**config.mk**
```make
export PLATFORM = sky130hd
export DESIGN_NAME = ad9228_lane_packer_flat
export DESIGN_NICKNAME = d
export VERILOG_FILES = /design/src/rtl/ad9228_lane_packer_pkg.sv /design/src/rtl/ad9228_lane_packer_if.sv /design/src/rtl/ad9228_sync_fifo.sv /design/src/rtl/ad9228_lane_packer.sv /design/src/flat_wrapper.sv
export SDC_FILE = /design/constraint.sdc
export NUM_CORES = 1
export LEC_CHECK = 0
export ABC_AREA = 1
export CAP_MARGIN = 20
export CORE_MARGIN = 2
export CORE_UTILIZATION = 40
export DETAILED_ROUTE_END_ITERATION = 12
export PLACE_DENSITY = 0.59
export SLEW_MARGIN = 20
export SYNTH_ARGS = -nofsm -noshare
export SYNTH_HDL_FRONTEND = slang
export SYNTH_SLANG_ARGS = --single-unit
```
**constraint.sdc**
```tcl
create_clock -name dco_div4 -period 4.22 [get_ports dco_div4]
set_clock_uncertainty 0.15 [all_clocks]
set_input_delay 0.422 -clock dco_div4 [delete_from_list [all_inputs] [get_ports dco_div4]]
set_output_delay 0.422 -clock dco_div4 [all_outputs]
set_load 0.05 [all_outputs]
```
**src/rtl/ad9228_lane_packer_pkg.sv**
```systemverilog
// Shared types for the AD9228 lane packer: FSM state encoding and the
// 16-bit zero-extended lane word used on the output stream.
package ad9228_pkg;

  localparam int SAMPLE_W = 16;

  typedef enum logic [1:0] {
    ST_IDLE  = 2'd0,
    ST_ALIGN = 2'd1,
    ST_RUN   = 2'd2
  } state_t;

  typedef logic [SAMPLE_W-1:0] lane_word_t;

endpackage

```
**src/rtl/ad9228_lane_packer_if.sv**
```systemverilog
// Output word stream of the lane packer: valid/ready handshake with an
// end-of-frame marker; lane i occupies m_tdata[i*16 +: 16].
interface ad9228_lane_packer_if #(
  parameter int NUM_CH = 4
);
  import ad9228_pkg::*;

  logic [NUM_CH*SAMPLE_W-1:0] m_tdata;
  logic                       m_tvalid;
  logic                       m_tready;
  logic                       m_tlast;

  modport master (output m_tdata, output m_tvalid, output m_tlast, input m_tready);
  modport slave  (input m_tdata, input m_tvalid, input m_tlast, output m_tready);

endinterface

```
**src/rtl/ad9228_sync_fifo.sv**
```systemverilog
// Single-clock first-word-fall-through FIFO. A push on a full FIFO is
// accepted when a pop happens in the same cycle; pop_data reads 0 when empty.
module ad9228_sync_fifo #(
  parameter int WIDTH = 8,
  parameter int DEPTH = 16
) (
  input  logic             clk,
  input  logic             rst,
  input  logic             push,
  input  logic [WIDTH-1:0] push_data,
  input  logic             pop,
  output logic [WIDTH-1:0] pop_data,
  output logic             full,
  output logic             empty
);

  localparam int AW = $clog2(DEPTH);
  localparam int CNT_FULL = DEPTH;
  localparam logic [AW:0] FULL_CNT = CNT_FULL[AW:0];

  logic [WIDTH-1:0] mem [DEPTH];
  logic [AW-1:0]    wr_ptr;
  logic [AW-1:0]    rd_ptr;
  logic [AW:0]      count;
  logic             do_push;
  logic             do_pop;

  assign empty    = (count == '0);
  assign full     = (count == FULL_CNT);
  assign do_pop   = pop & ~empty;
  assign do_push  = push & (~full | do_pop);
  assign pop_data = empty ? '0 : mem[rd_ptr];

  always_ff @(posedge clk) begin
    if (do_push) begin
      mem[wr_ptr] <= push_data;
    end
  end

  // Pointers wrap naturally since DEPTH is a power of two.
  always_ff @(posedge clk) begin
    if (rst) begin
      wr_ptr <= '0;
      rd_ptr <= '0;
      count  <= '0;
    end else begin
      if (do_push) wr_ptr <= wr_ptr + 1'b1;
      if (do_pop)  rd_ptr <= rd_ptr + 1'b1;
      case ({do_push, do_pop})
        2'b10:   count <= count + 1'b1;
        2'b01:   count <= count - 1'b1;
        default: count <= count;
      endcase
    end
  end

endmodule

```
**src/rtl/ad9228_lane_packer.sv**
```systemverilog
// Collects one sample per AD9228 lane into an aligned word, flags lane skew,
// buffers words in a FWFT FIFO and streams fixed-length frames.
// Optional AD9228_PATTERN_CHECK_EN adds a test-pattern mismatch counter.
module ad9228_lane_packer
  import ad9228_pkg::*;
#(
  parameter int NUM_CH     = 4,
  parameter int DATA_WIDTH = 12,
  parameter int FIFO_DEPTH = 16,
  parameter int FRAME_LEN  = 256,
  parameter int SKEW_MAX   = 1
) (
  input  logic                         dco_div4,
  input  logic                         rst,
  input  logic                         enable,
  input  logic                         clear_flags,
  input  logic [NUM_CH*DATA_WIDTH-1:0] ch_data,
  input  logic [NUM_CH-1:0]            ch_valid,
  ad9228_lane_packer_if.master         m_axis,
  output logic                         locked,
  output logic                         overflow,
  output logic                         skew_err
`ifdef AD9228_PATTERN_CHECK_EN
  ,
  input  logic                         pattern_chk,
  input  logic [DATA_WIDTH-1:0]        pattern,
  output logic [15:0]                  pattern_err_cnt
`endif
);

  localparam int WORD_W = NUM_CH * SAMPLE_W;
  localparam int FC_W   = $clog2(FRAME_LEN);
  localparam int AGE_W  = $clog2(SKEW_MAX + 2);
  localparam logic [FC_W-1:0]  FRAME_LAST = FC_W'(FRAME_LEN - 1);
  localparam logic [AGE_W-1:0] AGE_LIMIT  = AGE_W'(SKEW_MAX);

  state_t                   state_q, state_d;
  logic [NUM_CH-1:0]        pending_q, pending_d;
  lane_word_t [NUM_CH-1:0]  hold_q, hold_d;
  lane_word_t [NUM_CH-1:0]  lanes;
  lane_word_t [NUM_CH-1:0]  word_q, word_d;
  logic [AGE_W-1:0]         age_q, age_d;
  logic [FC_W-1:0]          frame_q, frame_d;
  logic                     word_vld_q, word_vld_d;
  logic                     word_last_q, word_last_d;
  logic                     skew_hit;
  logic [NUM_CH-1:0]        merged;

  logic [WORD_W:0]          fifo_dout;
  logic                     fifo_full;
  logic                     fifo_empty;
  logic                     pop;
  logic                     drop;

  // Current-cycle strobes override the held samples so a set can complete
  // in the same cycle its last lane arrives.
  always_comb begin
    lanes = hold_q;
    for (int i = 0; i < NUM_CH; i++) begin
      if (ch_valid[i]) begin
        lanes[i] = lane_word_t'(ch_data[i*DATA_WIDTH +: DATA_WIDTH]);
      end
    end
  end

  assign merged = pending_q | ch_valid;

  always_comb begin
    state_d     = state_q;
    pending_d   = pending_q;
    hold_d      = hold_q;
    age_d       = age_q;
    frame_d     = frame_q;
    word_d      = word_q;
    word_vld_d  = 1'b0;
    word_last_d = 1'b0;
    skew_hit    = 1'b0;

    unique case (state_q)
      ST_IDLE: begin
        pending_d = '0;
        age_d     = '0;
        frame_d   = '0;
        if (enable) state_d = ST_ALIGN;
      end

      ST_ALIGN: begin
        pending_d = '0;
        age_d     = '0;
        frame_d   = '0;
        if (!enable) begin
          state_d = ST_IDLE;
        end else if (ch_valid == '0) begin
          state_d = ST_RUN;
        end
      end

      ST_RUN: begin
        if (!enable) begin
          state_d   = ST_IDLE;
          pending_d = '0;
          age_d     = '0;
          frame_d   = '0;
        end else if (((ch_valid & pending_q) != '0) ||
                     ((pending_q != '0) && (age_q > AGE_LIMIT))) begin
          skew_hit  = 1'b1;
          state_d   = ST_ALIGN;
          pending_d = '0;
          age_d     = '0;
          frame_d   = '0;
        end else if (&merged) begin
          word_d      = lanes;
          word_vld_d  = 1'b1;
          word_last_d = (frame_q == FRAME_LAST);
          frame_d     = (frame_q == FRAME_LAST) ? '0 : frame_q + 1'b1;
          pending_d   = '0;
          age_d       = '0;
        end else begin
          pending_d = merged;
          hold_d    = lanes;
          if (merged != '0) age_d = age_q + 1'b1;
        end
      end

      default: begin
        state_d = ST_IDLE;
      end
    endcase
  end

  // Set wins over clear on the sticky flags.
  always_ff @(posedge dco_div4) begin
    if (rst) begin
      state_q     <= ST_IDLE;
      pending_q   <= '0;
      hold_q      <= '0;
      age_q       <= '0;
      frame_q     <= '0;
      word_q      <= '0;
      word_vld_q  <= 1'b0;
      word_last_q <= 1'b0;
      locked      <= 1'b0;
      overflow    <= 1'b0;
      skew_err    <= 1'b0;
    end else begin
      state_q     <= state_d;
      pending_q   <= pending_d;
      hold_q      <= hold_d;
      age_q       <= age_d;
      frame_q     <= frame_d;
      word_q      <= word_d;
      word_vld_q  <= word_vld_d;
      word_last_q <= word_last_d;
      locked      <= (state_q == ST_RUN);
      if (skew_hit) begin
        skew_err <= 1'b1;
      end else if (clear_flags) begin
        skew_err <= 1'b0;
      end
      if (drop) begin
        overflow <= 1'b1;
      end else if (clear_flags) begin
        overflow <= 1'b0;
      end
    end
  end

  assign pop  = m_axis.m_tvalid & m_axis.m_tready;
  assign drop = word_vld_q & fifo_full & ~pop;

  ad9228_sync_fifo #(
    .WIDTH (WORD_W + 1),
    .DEPTH (FIFO_DEPTH)
  ) u_fifo (
    .clk       (dco_div4),
    .rst       (rst),
    .push      (word_vld_q),
    .push_data ({word_last_q, word_q}),
    .pop       (pop),
    .pop_data  (fifo_dout),
    .full      (fifo_full),
    .empty     (fifo_empty)
  );

  assign m_axis.m_tvalid = ~fifo_empty;
  assign m_axis.m_tlast  = fifo_dout[WORD_W];
  assign m_axis.m_tdata  = fifo_dout[WORD_W-1:0];

`ifdef AD9228_PATTERN_CHECK_EN
  logic pat_miss;
  logic pat_inc;

  always_comb begin
    pat_miss = 1'b0;
    for (int i = 0; i < NUM_CH; i++) begin
      if (lanes[i] != lane_word_t'(pattern)) pat_miss = 1'b1;
    end
  end

  assign pat_inc = word_vld_d & pattern_chk & pat_miss & (state_q == ST_RUN);

  // Saturating count; an increment coinciding with a clear leaves it at one.
  always_ff @(posedge dco_div4) begin
    if (rst) begin
      pattern_err_cnt <= '0;
    end else if (clear_flags) begin
      pattern_err_cnt <= pat_inc ? 16'd1 : 16'd0;
    end else if (pat_inc && (pattern_err_cnt != 16'hFFFF)) begin
      pattern_err_cnt <= pattern_err_cnt + 16'd1;
    end
  end
`endif

endmodule
```
**src/flat_wrapper.sv**
```systemverilog
// flat-port wrapper written by rule: the top's interface ports become plain ports
module ad9228_lane_packer_flat import ad9228_pkg::*;
#(
  parameter int NUM_CH     = 4,
  parameter int DATA_WIDTH = 12,
  parameter int FIFO_DEPTH = 16,
  parameter int FRAME_LEN  = 256,
  parameter int SKEW_MAX   = 1
)
  (dco_div4, rst, enable, clear_flags, ch_data, ch_valid, locked, overflow, skew_err, m_axis_m_tdata, m_axis_m_tvalid, m_axis_m_tlast, m_axis_m_tready);
  ad9228_lane_packer_if #(.NUM_CH(NUM_CH)) m_axis_i ();
  input  logic dco_div4;
  input  logic rst;
  input  logic enable;
  input  logic clear_flags;
  input  logic [NUM_CH*DATA_WIDTH-1:0] ch_data;
  input  logic [NUM_CH-1:0] ch_valid;
  output logic locked;
  output logic overflow;
  output logic skew_err;
  output wire logic [$bits(m_axis_i.m_tdata)-1:0] m_axis_m_tdata;
  output wire logic [$bits(m_axis_i.m_tvalid)-1:0] m_axis_m_tvalid;
  output wire logic [$bits(m_axis_i.m_tlast)-1:0] m_axis_m_tlast;
  input wire logic [$bits(m_axis_i.m_tready)-1:0] m_axis_m_tready;
  assign m_axis_m_tdata = m_axis_i.m_tdata;
  assign m_axis_m_tvalid = m_axis_i.m_tvalid;
  assign m_axis_m_tlast = m_axis_i.m_tlast;
  assign m_axis_i.m_tready = m_axis_m_tready;
  ad9228_lane_packer #(.NUM_CH(NUM_CH), .DATA_WIDTH(DATA_WIDTH), .FIFO_DEPTH(FIFO_DEPTH), .FRAME_LEN(FRAME_LEN), .SKEW_MAX(SKEW_MAX)) u_core (.dco_div4(dco_div4), .rst(rst), .enable(enable), .clear_flags(clear_flags), .ch_data(ch_data), .ch_valid(ch_valid), .m_axis(m_axis_i), .locked(locked), .overflow(overflow), .skew_err(skew_err));
endmodule
```
==> impl_metrics.ini <==
[final_layout]
areaGrowthSynthToFinish_pct = 14.85
most-common-layout-cells = edfxtp_1, nor2_1, o21ai_0, o221ai_1, dfxtp_1
multi_input_area_um2 = 10980
regArea_um2 = 34570
fillerInstances = 10250
final_area_um2 = 53700
antenna_cells = 0
nNetsFinal = 3660
final_common_cell = edfxtp_1
drive_gt1_share_pct = 10.30

[grt]
grt_pass1_vias = 28760
grt_pass1_wl_mm = 184.4
gr-total-overflow = 0
grt_usage_pct = 20.09
grt_max_degree = 149
antenna_found_initial = 2

[drt]
antenna_left = 0
firstDrtPassIters = 5
routedWlPerCell_um = 23.47
drc_errors = 0
num_vias = 29590
met2_length_mm = 56.29
top_layer = met4
vias_per_cell = 5.674
drt-met1-wl_mm = 55.43
first_iter_violations = 3040
met3_length_mm = 8.395
wirelength_mm = 122.4

[sta]
finalCritPeriodShare_pct = 93.95
finalWorstSetupSlack_ns = 0.2551
rsz0062_at_grt = no
relSlewSlack_pct = 39.24
finalMaxSlewViolations = 0
setup_viol = 0
fmax_mhz = 252.2
post-route-min-period_ns = 3.965
hold_violations = 0
hold_ws_ns = 0.06029
worstMarginPinSlew_ns = 0.9102

[setup_path]
cp_slowest_cell = buf_4
crit_arrival_ns = 3.39
critPathLaunchType = flop
critPathMaxStageDelay_ns = 0.59
cp_common_cell = buf_4
critPathBufInv = 3
crit_type = flop to output port
path_delay_family = buffers and inverters
worst-endpoint-required_ns = 3.65
path_max_fanout = 58
cp_cell_sequence = inv_8, buf_4, o21ai_0, o22ai_1, o211ai_1, a21oi_1, buf_4
endpoint_kind = output port

[clock_tree]
post_cts_buffers = 0
cts_resized = 0
cts_tree = built
path_clk_slew_ns = 0.06
clock-sinks = 1206
cts_max_level = 3
numCtsBuffers = 118
ctsHoldBuffers = 1
cts_root_buffer = clkbuf_16
clockBufferDepth = 3
clk_latency_ns = 0.70

[pwr]
ir_drop_mv = 0.4213
powerDensity_nw_per_um2 = 614.5
p_leak_nw = 17.59

[run]
drv_cap = 0

[die]
io_pins = 126
die_w_um = 345.9
core.rowCount = 125
die_h_um = 345.9
initial_utilization_pct = 40.29
die-area_um2 = 119600
coreArea_um2 = 116000

[synth]
avgSynthCellArea_um2 = 13.20
synth-edff-count = 1040
ys_seq_area_share_pct = 73.90
ys.flop_type = edfxtp_1
syn_area_um2 = 46760
syn-num-nets = 3608
async_reset_ff_share_pct = 0
syn_inst = 3542
synth_cell_types = 35
yosys.area.top_type = edfxtp_1
synth_top_cell_area_share_pct = 66.79
ys_ff_latch = 1206
synth_area_leaders = edfxtp_1, dfxtp_1, o21ai_0
yosysWarnings = 0

[placement]
numPortBuffers = 125
placed_area_um2 = 50030
gp_congestion = 0.7498
dp_slack_ns = 0.9728
hpwl_mm = 66.75

[outcome]
status = complete, no violations

[hold_path]
hold_class = input pin to flop
[Yosys cell counts (18+ instances only)]
library cell / number
o21ai_1: 81
buf_1: 18
nor2_1: 642
mux2i_1: 48
o21ai_0: 506
buf_2: 64
inv_1: 46
dfxtp_1: 166
edfxtp_1: 1040
a21oi_1: 90
o211ai_1: 67
o221ai_1: 195
a211oi_1: 20
clkbuf_1: 180
nand3_1: 138
a211oi_2: 30
nand2_1: 67
o22ai_1: 66
[cell type report]
cell class	instances	area share (%)
Sequential cell	1206	64.37
Clock buffer	174	6.212
Multi-Input combinational cell	2004	20.45
Tap cell	1524	3.551
Inverter	64	0.4916
Clock inverter	42	0.5988
Timing Repair Buffer	200	4.329
[kinds of logic after synthesis]
group	synth area share (%)
AO/OA/AOI/OAI	14.35
flip-flops	73.90
AND/OR/NAND/NOR	7.560
adder cells (fa/ha/maj)	0.2408
multiplexers	1.028
XOR/XNOR	0.03747
buffers and inverters	2.885
[state kept, by name (all words and copies together) (netlist names), 4 cells and up, named ones only]
| name | count |
|---|---|
| u_core.u_fifo.mem | 1040 |
| u_core.hold_q | 64 |
| u_core.u_fifo.rd_ptr | 4 |
| u_core.frame_q | 8 |
| u_core.word_q | 64 |
| u_core.u_fifo.count | 5 |
| u_core.u_fifo.wr_ptr | 4 |
| u_core.pending_q | 4 |
[power breakdown]
| part | internal, mW | switching [mW] |
|---|---|---|
| clock | 5.68 | 4.36 |
| combinational | 3.06 | 6.97 |
| sequential | 12.8 | 0.118 |
[metrics by stage]
stage                     utilization (%)  total power [mW]  setup TNS [ns]  std cells
final                               46.27             33.00               0       5214
after global routing                46.27             34.28               0       5214
after CTS                           46.27             33.25               0       5214
after floorplan                         -             19.12          -95.48       3542
after detailed placement            43.11             23.29               0       4997
after global placement              43.11             23.24               0       4997
[worst paths after layout]
check / from / endpoint / slack [ns] / cells after the start
hold reg to reg: u_core.hold_q[13] / u_core.hold_q[13] / 0.29 / 2
hold / removal: rst / u_core.overflow / 0.06 / 2
setup / recovery: flop / m_axis_m_tdata[28] / 0.26 / 7
setup reg to reg: u_core.u_fifo.count[0] / u_core.u_fifo.mem[0][17] / 1.69 / 8
[layer usage]
layer	up-vias	global-route usage, %
met5	-	0
met4	0	5.258
met3	152	2.980
met2	1013	31.74
met1	14890	29.10
li1	13530	-
Note: power is estimated with default switching activity, not from simulation.
